`src/rtl/pc_high.sv`:
```
// Program Counter High byte: PCHS select, carry-in increment, PCH register
// and the one-cycle relative-branch page-crossing fixup sequencer.
module pc_high #(
    parameter logic [7:0] RESET_PCH = 8'h00
) (
    input  logic       i_clk,
    input  logic       i_reset,
    input  logic       i_pch_pch,
    input  logic       i_adh_pch,
    input  logic [7:0] i_adh,
    input  logic       i_pclc,
    input  logic       i_branch_fix,
    input  logic       i_branch_carry,
    input  logic       i_branch_neg,
    output logic [7:0] o_pch,
    output logic       o_pchc,
    output logic       o_page_cross
);

    typedef enum logic {
        IDLE = 1'b0,
        FIX  = 1'b1
    } state_t;

    state_t     state, state_nxt;
    logic [7:0] pch, pch_nxt;
    logic       dir, dir_nxt;
    logic [7:0] pchs;
    logic [8:0] sum;
    logic       need;

    always_ff @(posedge i_clk) begin
        if (i_reset) begin
            state <= IDLE;
            pch   <= RESET_PCH;
            dir   <= 1'b0;
        end else begin
            state <= state_nxt;
            pch   <= pch_nxt;
            dir   <= dir_nxt;
        end
    end

    always_comb begin
        pchs         = '0;
        sum          = '0;
        need         = 1'b0;
        state_nxt    = state;
        pch_nxt      = pch;
        dir_nxt      = dir;
        o_pchc       = 1'b0;
        o_page_cross = 1'b0;

        if (i_pch_pch)
            pchs = pch;
        else if (i_adh_pch)
            pchs = i_adh;

        sum = {1'b0, pchs} + {8'h00, i_pclc};

        unique case (state)
            IDLE: begin
                o_pchc  = sum[8];
                pch_nxt = sum[7:0];
                // Page crossed when the PCL carry disagrees with the offset sign.
                need    = i_branch_fix & (i_branch_carry ^ i_branch_neg);
                if (need) begin
                    state_nxt = FIX;
                    dir_nxt   = i_branch_neg;
                end
            end
            FIX: begin
                o_page_cross = 1'b1;
                pch_nxt      = dir ? (pch - 8'd1) : (pch + 8'd1);
                state_nxt    = IDLE;
            end
            default: state_nxt = IDLE;
        endcase
    end

    assign o_pch = pch;

endmodule

```
`config.mk`:
```
export PLATFORM = sky130hd
export DESIGN_NAME = pc_high
export DESIGN_NICKNAME = d
export VERILOG_FILES = /design/src/rtl/pc_high.sv
export SDC_FILE = /design/constraint.sdc
export NUM_CORES = 1
export LEC_CHECK = 0
export ABC_AREA = 1
export BUFFER_PORTS_ARGS = -buffer_cell sky130_fd_sc_hd__buf_4
export CAP_MARGIN = 20
export CORE_ASPECT_RATIO = 1.25
export CORE_MARGIN = 8
export CORE_UTILIZATION = 30
export DETAILED_ROUTE_END_ITERATION = 6
export PLACE_DENSITY = 0.58
export SYNTH_ARGS = -nofsm -noshare
export SYNTH_HDL_FRONTEND = slang
export SYNTH_SLANG_ARGS = --single-unit
```
`constraint.sdc`:
```
create_clock -name i_clk -period 1.58 [get_ports i_clk]
set_input_delay 0.237 -clock i_clk [delete_from_list [all_inputs] [get_ports i_clk]]
set_output_delay 0.237 -clock i_clk [all_outputs]
set_load 0.05 [all_outputs]
```
Word level (Yosys, flattened, before mapping)
Index checks and enable logic that the tools add are counted.
{"block": "totals", "word_cells": 18, "register_bits": 10, "input_bits": 16}
{"block": "classes", "mux": 8, "n_addsub": 3, "bitwise_logic": 3, "n_reduce_logical": 1}
{"op": "$mux W8", "count": 3}
{"op": "$pmux W8 S2", "count": 1}
{"op": "$add A8 B1 Y9", "count": 1}
{"op": "$add A8 B1 Y8 const B", "count": 1}
{"op": "$sub A8 B1 Y8 const B", "count": 1}
{"op": "$mux W1", "count": 3}
{"op": "$pmux W1 S2", "count": 1}
{"op": "$reduce_and A2 Y1", "count": 1}
{"op": "$and A1 B1 Y1", "count": 1}
{"op": "$not A1 Y1", "count": 1}
{"op": "$xor A1 B1 Y1", "count": 1}

Longest topological paths before layout
Gate-level depths: netlist of run 1.
{"block": "depth", "ltp_word": 4, "depth_mapped": 13, "mapped_depth_nobuf": 12}

Worst setup path before layout of run 1
No wires, ideal clock.
{"block": "synth_timing", "path_kind": "register to output", "start": "reg pch[0] (netlist: o_pch[0])", "end": "out o_pchc", "required_time_ns": 1.343, "path_stages_with_launch": 8, "arrival_ns": 2.616, "path_slack_ns": -1.273, "path_buffers": 0, "cell_sequence": "dfxtp_1 > inv_1 > o21ai_0 > ha_1 > nand3_4 > nor2_4 > nand3_1 > nor3_1"}
{"block": "synth_via", "elab_chain_len": 3}
{"item": "from (decl)", "line": "26", "text": "logic [7:0] pch, pch_nxt;"}
{"item": "from (signal assigned)", "line": "39", "text": "pch <= pch_nxt;"}
{"item": "$mux W8", "line": "54", "text": "if (i_pch_pch)"}
{"item": "$add A8 B1 Y9", "line": "59", "text": "sum = {1'b0, pchs} + {8'h00, i_pclc};"}
{"item": "$mux W1", "line": "61", "text": "unique case (state)"}
{"item": "to (decl)", "line": "16", "text": "output logic o_pchc,"}
Every way passes these cells.

Worst setup path in the final report of run 1
Same ends and word-level chain as after synthesis.

==> results of run 1 <==
==> registers in the layout (all words and copies together), names as in the netlist <==
register and cells:
state 1, o_pch 8, dir 1
==> worst register-to-register path, delay by kind of cell (launching register included) <==
family | cells | cell delay (ns)
adder cells (fa/ha/maj) | 1 | 0.33
buffers and inverters | 4 | 0.34
flip-flops | 1 | 0.35
AO/OA/AOI/OAI | 1 | 0.10
AND/OR/NAND/NOR | 5 | 0.44
==> kinds of logic (layout without fill, tap and decap cells) <==
group | after synthesis | in the layout | share of synthesized area
AO/OA/AOI/OAI | 26 | 26 | 0.141
adder cells (fa/ha/maj) | 9 | 9 | 0.114
XOR/XNOR | 5 | 5 | 0.0416
AND/OR/NAND/NOR | 91 | 91 | 0.420
buffers and inverters | 22 | 71 | 0.0926
flip-flops | 10 | 10 | 0.190
==> where the power goes <==
part           switching (mW)  leakage, nW  internal, mW
Combinational           0.275        0.692         0.216
Clock                   0.103       0.0228         0.177
Sequential             0.0336       0.0862         0.278
==> synth_stat cells <==
| library cell | count |
|---|---|
| sky130_fd_sc_hd__nand3_1 | 22 |
| sky130_fd_sc_hd__nor3_1 | 1 |
| sky130_fd_sc_hd__nand3_4 | 1 |
| sky130_fd_sc_hd__o21a_1 | 1 |
| sky130_fd_sc_hd__nor2_1 | 9 |
| sky130_fd_sc_hd__dfxtp_1 | 10 |
| sky130_fd_sc_hd__inv_2 | 1 |
| sky130_fd_sc_hd__o21ai_2 | 1 |
| sky130_fd_sc_hd__clkbuf_1 | 2 |
| sky130_fd_sc_hd__inv_1 | 16 |
| sky130_fd_sc_hd__a211oi_1 | 1 |
| sky130_fd_sc_hd__o21ai_1 | 2 |
| sky130_fd_sc_hd__nand2_2 | 2 |
| sky130_fd_sc_hd__nand2_1 | 48 |
| sky130_fd_sc_hd__buf_4 | 2 |
| sky130_fd_sc_hd__a22oi_2 | 1 |
| sky130_fd_sc_hd__o21ai_0 | 4 |
| sky130_fd_sc_hd__ha_1 | 8 |
| sky130_fd_sc_hd__xnor2_1 | 3 |
| sky130_fd_sc_hd__fa_1 | 1 |
| sky130_fd_sc_hd__o21bai_1 | 1 |
| sky130_fd_sc_hd__nor2_4 | 2 |
| sky130_fd_sc_hd__buf_6 | 1 |
| sky130_fd_sc_hd__nor2_2 | 1 |
| sky130_fd_sc_hd__nand3_2 | 1 |
| sky130_fd_sc_hd__a21oi_1 | 15 |
| sky130_fd_sc_hd__xor2_1 | 2 |
| sky130_fd_sc_hd__nand2_4 | 4 |
==> area by class of cell <==
type                       instances  area [sq um]
inverter                          17          66.3
sequential                        10           218
timing repair buffer              50           383
multi-input combinational        131           910
clock buffer                       4          45.0
tap                               39          48.8
fill                             356          1750
==> repair_timing <==
item                       CTS  global route
hold buffers                 0             0
setup endpoints to repair    3             6
setup buffers                2             1
pin swaps                    6             9
gates resized for setup      4            24
==> worst max-delay path by stage <==
stage               startpoint      to  slack, ns  cells past startpoint
CTS                   o_pch[0]  o_pchc      -0.25                      8
detailed placement   i_adh_pch  o_pchc      -0.10                     11
finish                o_pch[0]  o_pchc      -0.25                      8
global route          o_pch[0]  o_pchc      -0.34                      8
floorplan             o_pch[0]  o_pchc      -0.24                      7
global placement     i_adh_pch  o_pchc      -0.08                     11
==> per-layer routing <==
metal / routed length, microns / part of all wire / up-vias / global-route usage
li1: - / - / 626 / -
met1: 1420 / 0.45 / 547 / 0.116
met2: 1630 / 0.51 / 16 / 0.204
met3: 101 / 0.032 / 4 / 0.0239
met4: 38 / 0.012 / 0 / 0.0431
met5: 0 / 0 / - / 0
==> impl_results.html, run 1 <==
<table>
<tr><th>Metric</th><th>Value</th></tr>
<tr><th colspan="2">Synth</th></tr>
<tr><td>Share of the synthesized area in the top cell type</td><td>0.190</td></tr>
<tr><td>Synthesized netlist cell count</td><td>163</td></tr>
<tr><td>Synthesized Nets</td><td>188</td></tr>
<tr><td>Area contributors post-synth</td><td>sky130_fd_sc_hd__dfxtp_1, sky130_fd_sc_hd__nand2_1, sky130_fd_sc_hd__nand3_1</td></tr>
<tr><td>Synth cell types</td><td>28</td></tr>
<tr><td>Largest area contributor in the netlist</td><td>sky130_fd_sc_hd__dfxtp_1</td></tr>
<tr><td>Area of the mapped netlist</td><td>between 1000 and 1500 sq um</td></tr>
<tr><td>Sequential-to-total area share from yosys stat</td><td>0.190</td></tr>
<tr><td>Mean Syn Cell Area</td><td>approximately 6.5 sq um</td></tr>
<tr><td>Yosys warns</td><td>0</td></tr>
<tr><td>#FFs+latches synth</td><td>10</td></tr>
<tr><th colspan="2">Hold path</th></tr>
<tr><td>Hold path depth</td><td>2</td></tr>
<tr><td>Min-Delay Path Class</td><td>input pin to flop</td></tr>
<tr><td>Worst hold endpoint</td><td>o_pch[6]</td></tr>
<tr><td>Min-Delay Startpoint</td><td>i_reset</td></tr>
<tr><th colspan="2">STA</th></tr>
<tr><td>Achievable Freq</td><td>between 500 and 600 MHz</td></tr>
<tr><td>Accumulated negative setup slack</td><td>-0.322 ns</td></tr>
<tr><td>Minimum clock period after layout</td><td>between 1.5 and 2 ns</td></tr>
<tr><td>Hold slack final</td><td>about 0.23 ns</td></tr>
<tr><td>Transition time of the tightest slew-check pin</td><td>~0.3 ns</td></tr>
<tr><td>Tightest slew margin relative to the limit</td><td>0.794</td></tr>
<tr><td>Number of hold violations in the final report</td><td>0</td></tr>
<tr><td>RSZ-0062 raised after global routing</td><td>true</td></tr>
<tr><td>Pins over their slew limit</td><td>0</td></tr>
<tr><td>Part of the cycle the worst path needs</td><td>1.16</td></tr>
<tr><td>Final WS setup</td><td>-0.251 ns</td></tr>
<tr><td>Total setup violations reported at the end of the flow</td><td>3</td></tr>
<tr><td>Maximum clock skew at final layout</td><td>between 0.007 and 0.008 ns</td></tr>
<tr><th colspan="2">Outcome</th></tr>
<tr><td>Status</td><td>finished, violations left</td></tr>
<tr><td>Failing checks</td><td>negative setup slack</td></tr>
<tr><th colspan="2">Setup path</th></tr>
<tr><td>Family with the most delay on the worst path</td><td>simple AND/OR/NAND/NOR gates</td></tr>
<tr><td>List of cells traversed by the critical path</td><td>inv_4, o21ai_4, ha_2, nand3_4, nor2_4, nand3_2, nor3_4, buf_6</td></tr>
<tr><td>Biggest fanout along the worst timing path</td><td>2</td></tr>
<tr><td>Launch point of the worst reg-to-reg path</td><td>o_pch[0]</td></tr>
<tr><td>Setup crit start kind</td><td>flop</td></tr>
<tr><td>Reg-to-reg slack, setup</td><td>-0.05 ns</td></tr>
<tr><td>Worst r2r path cells</td><td>11</td></tr>
<tr><td>Critical path arrival</td><td>approximately 1.6 ns</td></tr>
<tr><td>Peak per-stage delay on the critical path</td><td>roughly 0.35 ns</td></tr>
<tr><td>End of the worst register-to-register path</td><td>o_pch[6]</td></tr>
<tr><td>Critical path class</td><td>flop to output port</td></tr>
<tr><td>Capturing element type of the critical path</td><td>output port</td></tr>
<tr><td>CP Data Required Time</td><td>roughly 1.3 ns</td></tr>
<tr><td>Slowest cell on the critical path</td><td>sky130_fd_sc_hd__dfxtp_4</td></tr>
<tr><td>WP buf/inv</td><td>2</td></tr>
<tr><th colspan="2">Floorplanning</th></tr>
<tr><td>I/O pin count</td><td>26</td></tr>
<tr><td>Std-Cell Core Area</td><td>~3400 sq um</td></tr>
<tr><td>Total die area</td><td>approximately 5700 sq um</td></tr>
<tr><td>Die extent in y</td><td>82.3 microns</td></tr>
<tr><td>Number of cell rows</td><td>24</td></tr>
<tr><td>X dimension of the die</td><td>just under 70 microns</td></tr>
<tr><td>Initial Util</td><td>0.308</td></tr>
<tr><th colspan="2">Routing</th></tr>
<tr><td>Wire length reported by the detailed router</td><td>about 3200 microns</td></tr>
<tr><td>Count of routing violations after the opening detailed-route iteration</td><td>56</td></tr>
<tr><td>DRC violation count after routing</td><td>0</td></tr>
<tr><td>Number of routed nets with antenna violations</td><td>0</td></tr>
<tr><td>Vias per std cell</td><td>4.75</td></tr>
<tr><td>Number of vias in the routed layout</td><td>roughly 1200</td></tr>
<tr><td>Wire per inst</td><td>12.7 microns</td></tr>
<tr><td>Drt first pass iters</td><td>4</td></tr>
<tr><th colspan="2">Clock network</th></tr>
<tr><td>Clock tree from TritonCTS</td><td>done</td></tr>
<tr><td>Worst-path clk slew</td><td>about 0.050 ns</td></tr>
<tr><td>Max clock buf depth</td><td>2</td></tr>
<tr><td>Level count of the clock H-tree</td><td>1</td></tr>
<tr><td>Number of clock sinks</td><td>10</td></tr>
<tr><td>Clock buffer count from CTS</td><td>3</td></tr>
<tr><td>Clock latency on the worst-skew pair</td><td>0.24 ns</td></tr>
<tr><td>Clock tree root buffer cell</td><td>sky130_fd_sc_hd__clkbuf_8</td></tr>
<tr><th colspan="2">Finish</th></tr>
<tr><td>Most common library cell in the layout ignoring fill and taps</td><td>sky130_fd_sc_hd__buf_4</td></tr>
<tr><td>Post-layout utilization of the core</td><td>0.488</td></tr>
<tr><td>Inserted Diodes</td><td>0</td></tr>
<tr><td>Area added between synthesis and finish</td><td>58.6%</td></tr>
<tr><td>Net count of the finished layout</td><td>between 200 and 250</td></tr>
<tr><td>Leading cell types in the layout, fill and taps excluded</td><td>sky130_fd_sc_hd__buf_4, sky130_fd_sc_hd__nand2_1, sky130_fd_sc_hd__nand3_1, sky130_fd_sc_hd__inv_1, sky130_fd_sc_hd__a21oi_1</td></tr>
<tr><td>Final Instance Area</td><td>about 1700 sq um</td></tr>
<tr><td>Fraction of final layout cells with drive strength greater than 1</td><td>0.486</td></tr>
<tr><td>Finished Layout Cells</td><td>~250</td></tr>
<tr><th colspan="2">Global route</th></tr>
<tr><td>Maximum number of pins on one net before global-route repair</td><td>12</td></tr>
<tr><td>GRT Residual Overflow</td><td>0</td></tr>
<tr><td>Number of global-route vias before repair</td><td>about 1100</td></tr>
<tr><td>Overall routing resource usage</td><td>0.108</td></tr>
<tr><td>Global-route wire length before repair</td><td>roughly 5100 microns</td></tr>
<tr><td>Number of antenna violations at the first check in global routing</td><td>0</td></tr>
<tr><th colspan="2">Run</th></tr>
<tr><td>Count of maximum capacitance violations</td><td>0</td></tr>
<tr><th colspan="2">Placed design</th></tr>
<tr><td>Area after DPL</td><td>approximately 1500 sq um</td></tr>
<tr><td>Placed wire-length estimate</td><td>between 2000 and 2500 microns</td></tr>
<tr><td>Buffers on Ports</td><td>25</td></tr>
<tr><td>Worst slack at placement</td><td>-0.104 ns</td></tr>
<tr><td>Placer's final routability congestion estimate</td><td>a little over 0.8</td></tr>
<tr><td>Cells after DPL</td><td>~240</td></tr>
<tr><th colspan="2">Power</th></tr>
<tr><td>Pwr per Cell Area</td><td>about 650 nW/um^2</td></tr>
<tr><td>Leakage power summed over all cells</td><td>between 0.8 and 0.9 nW</td></tr>
<tr><td>Worst vdd ir</td><td>between 0.5 and 0.6 mV</td></tr>
<tr><td>Total Power</td><td>approximately 1.1 mW</td></tr>
</table>
(Power assumes the default switching activity.)
==> run 2, diff against run 1 <==
--- a/config.mk
+++ b/config.mk
@@ -16,3 +16,4 @@
 export SYNTH_ARGS = -nofsm -noshare
 export SYNTH_HDL_FRONTEND = slang
 export SYNTH_SLANG_ARGS = --single-unit
+export TNS_END_PERCENT = 30
==> run 2 against run 1 <==
The run still ends with negative setup slack left; die area stayed put; global-route usage fell by 0.82 points; hold slack got worse by 0.0035 ns; combinational power fell by 9.8%; largest cell class unchanged.
==> impl_results.html, run 2 (synthesized netlist as in run 1, its figures left out) <==
<table>
<tr><th>Metric</th><th>Value</th></tr>
<tr><th colspan="2">Outcome</th></tr>
<tr><td>Status</td><td>finished, violations left</td></tr>
<tr><td>Failing checks</td><td>negative setup slack</td></tr>
<tr><th colspan="2">Floorplanning</th></tr>
<tr><td>X dimension of the die</td><td>between 60 and 70 microns</td></tr>
<tr><td>Std-Cell Core Area</td><td>3420 sq um</td></tr>
<tr><td>I/O pin count</td><td>26</td></tr>
<tr><td>Total die area</td><td>approximately 5700 sq um</td></tr>
<tr><td>Die extent in y</td><td>82.3 microns</td></tr>
<tr><td>Initial Util</td><td>0.308</td></tr>
<tr><td>Number of cell rows</td><td>24</td></tr>
<tr><th colspan="2">Routing</th></tr>
<tr><td>Drt first pass iters</td><td>4</td></tr>
<tr><td>Number of vias in the routed layout</td><td>1174</td></tr>
<tr><td>DRC violation count after routing</td><td>0</td></tr>
<tr><td>Vias per std cell</td><td>roughly 4.7</td></tr>
<tr><td>Wire length reported by the detailed router</td><td>roughly 2900 microns</td></tr>
<tr><td>Count of routing violations after the opening detailed-route iteration</td><td>38</td></tr>
<tr><td>Number of routed nets with antenna violations</td><td>0</td></tr>
<tr><td>Wire per inst</td><td>roughly 11 microns</td></tr>
<tr><th colspan="2">Clock network</th></tr>
<tr><td>Clock tree root buffer cell</td><td>sky130_fd_sc_hd__clkbuf_8</td></tr>
<tr><td>Worst-path clk slew</td><td>0.05 ns</td></tr>
<tr><td>Level count of the clock H-tree</td><td>1</td></tr>
<tr><td>Clock latency on the worst-skew pair</td><td>roughly 0.24 ns</td></tr>
<tr><td>Max clock buf depth</td><td>2</td></tr>
<tr><td>Clock tree from TritonCTS</td><td>done</td></tr>
<tr><td>Number of clock sinks</td><td>10</td></tr>
<tr><td>Clock buffer count from CTS</td><td>3</td></tr>
<tr><th colspan="2">Global route</th></tr>
<tr><td>GRT Residual Overflow</td><td>0</td></tr>
<tr><td>Number of global-route vias before repair</td><td>between 1000 and 1500</td></tr>
<tr><td>Maximum number of pins on one net before global-route repair</td><td>12</td></tr>
<tr><td>Overall routing resource usage</td><td>0.100</td></tr>
<tr><td>Global-route wire length before repair</td><td>4750 microns</td></tr>
<tr><td>Number of antenna violations at the first check in global routing</td><td>0</td></tr>
<tr><th colspan="2">Finish</th></tr>
<tr><td>Finished Layout Cells</td><td>251</td></tr>
<tr><td>Max FFs per register</td><td>8</td></tr>
<tr><td>Fill cell total of the finished layout</td><td>roughly 390</td></tr>
<tr><td>Final Instance Area</td><td>between 1500 and 2000 sq um</td></tr>
<tr><td>Fraction of final layout cells with drive strength greater than 1</td><td>0.401</td></tr>
<tr><td>Leading cell types in the layout, fill and taps excluded</td><td>sky130_fd_sc_hd__buf_4, sky130_fd_sc_hd__nand2_1, sky130_fd_sc_hd__nand3_1, sky130_fd_sc_hd__inv_1, sky130_fd_sc_hd__a21oi_1</td></tr>
<tr><td>Net count of the finished layout</td><td>roughly 240</td></tr>
<tr><td>Area added between synthesis and finish</td><td>47.3%</td></tr>
<tr><td>Inserted Diodes</td><td>0</td></tr>
<tr><td>Most common library cell in the layout ignoring fill and taps</td><td>sky130_fd_sc_hd__buf_4</td></tr>
<tr><th colspan="2">STA</th></tr>
<tr><td>Achievable Freq</td><td>between 500 and 600 MHz</td></tr>
<tr><td>Final WS setup</td><td>-0.194 ns</td></tr>
<tr><td>Minimum clock period after layout</td><td>between 1.5 and 2 ns</td></tr>
<tr><td>Tightest slew margin relative to the limit</td><td>0.788</td></tr>
<tr><td>RSZ-0062 raised after global routing</td><td>true</td></tr>
<tr><td>Part of the cycle the worst path needs</td><td>1.12</td></tr>
<tr><td>Total setup violations reported at the end of the flow</td><td>1</td></tr>
<tr><td>Accumulated negative setup slack</td><td>-0.194 ns</td></tr>
<tr><td>Number of hold violations in the final report</td><td>0</td></tr>
<tr><td>Pins over their slew limit</td><td>0</td></tr>
<tr><td>Transition time of the tightest slew-check pin</td><td>roughly 0.32 ns</td></tr>
<tr><td>Hold slack final</td><td>between 0.2 and 0.25 ns</td></tr>
<tr><td>Maximum clock skew at final layout</td><td>roughly 0.0058 ns</td></tr>
<tr><th colspan="2">Setup path</th></tr>
<tr><td>Setup crit start kind</td><td>flop</td></tr>
<tr><td>CP Data Required Time</td><td>1.34 ns</td></tr>
<tr><td>Critical path arrival</td><td>1.54 ns</td></tr>
<tr><td>Critical path class</td><td>flop to output port</td></tr>
<tr><td>Capturing element type of the critical path</td><td>output port</td></tr>
<tr><td>Biggest fanout along the worst timing path</td><td>2</td></tr>
<tr><th colspan="2">Power</th></tr>
<tr><td>Sequential Power Share</td><td>0.298</td></tr>
<tr><td>Share of power burned in combinational logic</td><td>0.436</td></tr>
<tr><td>Internal Dissipation</td><td>637 uW</td></tr>
<tr><td>Worst vdd ir</td><td>approximately 0.46 mV</td></tr>
<tr><td>Pwr per Cell Area</td><td>~660 nW/um^2</td></tr>
<tr><td>Switching portion of total power</td><td>0.374</td></tr>
<tr><td>Leakage power summed over all cells</td><td>0.806 nW</td></tr>
<tr><td>Part of the total power dissipated in the clock network</td><td>0.266</td></tr>
<tr><td>Net switching component of the power</td><td>~380 uW</td></tr>
<tr><th colspan="2">Placed design</th></tr>
<tr><td>Placer's final routability congestion estimate</td><td>approximately 0.83</td></tr>
<tr><td>Buffers on Ports</td><td>25</td></tr>
<tr><td>Area after DPL</td><td>between 1000 and 1500 sq um</td></tr>
<tr><td>Cells after DPL</td><td>~250</td></tr>
<tr><td>Placed wire-length estimate</td><td>approximately 2500 microns</td></tr>
<tr><th colspan="2">Hold path</th></tr>
<tr><td>Min-Delay Path Class</td><td>input pin to flop</td></tr>
<tr><th colspan="2">Run</th></tr>
<tr><td>Count of maximum capacitance violations</td><td>0</td></tr>
</table>
run 2: changes by cell type in the layout (fill, tap and decap cells not counted), sizes merged:
cell / previous run / this run
clkbuf: 4 / 3
clkinv: 0 / 1
run 2: power by group through the flow:
stage / Sequential (mW) / Combinational, mW / Clock [mW]
2_1_floorplan: 0.371 / 0.212 / 0
3_3_place_gp: 0.309 / 0.438 / 0
3_5_place_dp: 0.309 / 0.441 / 0
4_1_cts: 0.304 / 0.443 / 0.278
5_1_grt: 0.309 / 0.489 / 0.292
6_report: 0.303 / 0.443 / 0.270
run 2: worst paths after layout:
path	cells past startpoint	from	end	slack, ns
max	8	o_pch[0]	o_pchc	-0.19
max reg2reg	9	o_pch[1]	o_pch[6]	0.05
min	2	i_reset	o_pch[2]	0.23
min reg2reg	2	dir	dir	0.54
run 2: per-stage QoR:
stage | power (mW) | setup slack, ns | util
after detailed placement | 0.750 | -0.104 | 0.432
after CTS | 1.03 | -0.209 | 0.449
after global routing | 1.09 | -0.283 | 0.453
final | 1.02 | -0.194 | 0.453
after global placement | 0.747 | -0.0872 | 0.432
after floorplan | 0.583 | -0.238 | -
run 2: critical path, cell delays in order, from the launching register on:
cell and delay (ns):
sky130_fd_sc_hd__dfxtp_4 0.35, sky130_fd_sc_hd__inv_4 0.04, sky130_fd_sc_hd__o21ai_2 0.12, sky130_fd_sc_hd__ha_2 0.21, sky130_fd_sc_hd__nand3_4 0.08, sky130_fd_sc_hd__nor2_4 0.10
sky130_fd_sc_hd__nand3_2 0.10, sky130_fd_sc_hd__nor3_4 0.12, sky130_fd_sc_hd__buf_6 0.18
run 2: layer usage:
layer  track usage  vias up  part of all wire
met5             0        -                 0
met3        0.0323        4             0.055
met1         0.106      523              0.42
li1              -      631                 -
met4        0.0308        0            0.0080
met2         0.186       16              0.51
run 2: timing repair:
item	in CTS	in global routing
pin swaps	2	1
hold buffers	0	0
gates resized for setup	1	6
buffers inserted	1	0
endpoints found under the setup margin	1	5
run 2: final cells by class:
class                      instances  area [sq um]  area share
multi-input combinational        131           800       0.515
timing repair buffer              50           379       0.244
sequential                        10           213       0.137
inverter                          17          66.3      0.0427
tap                               39          48.8      0.0315
clock buffer                       3          41.3      0.0266
clock inverter                     1          3.75     0.00242
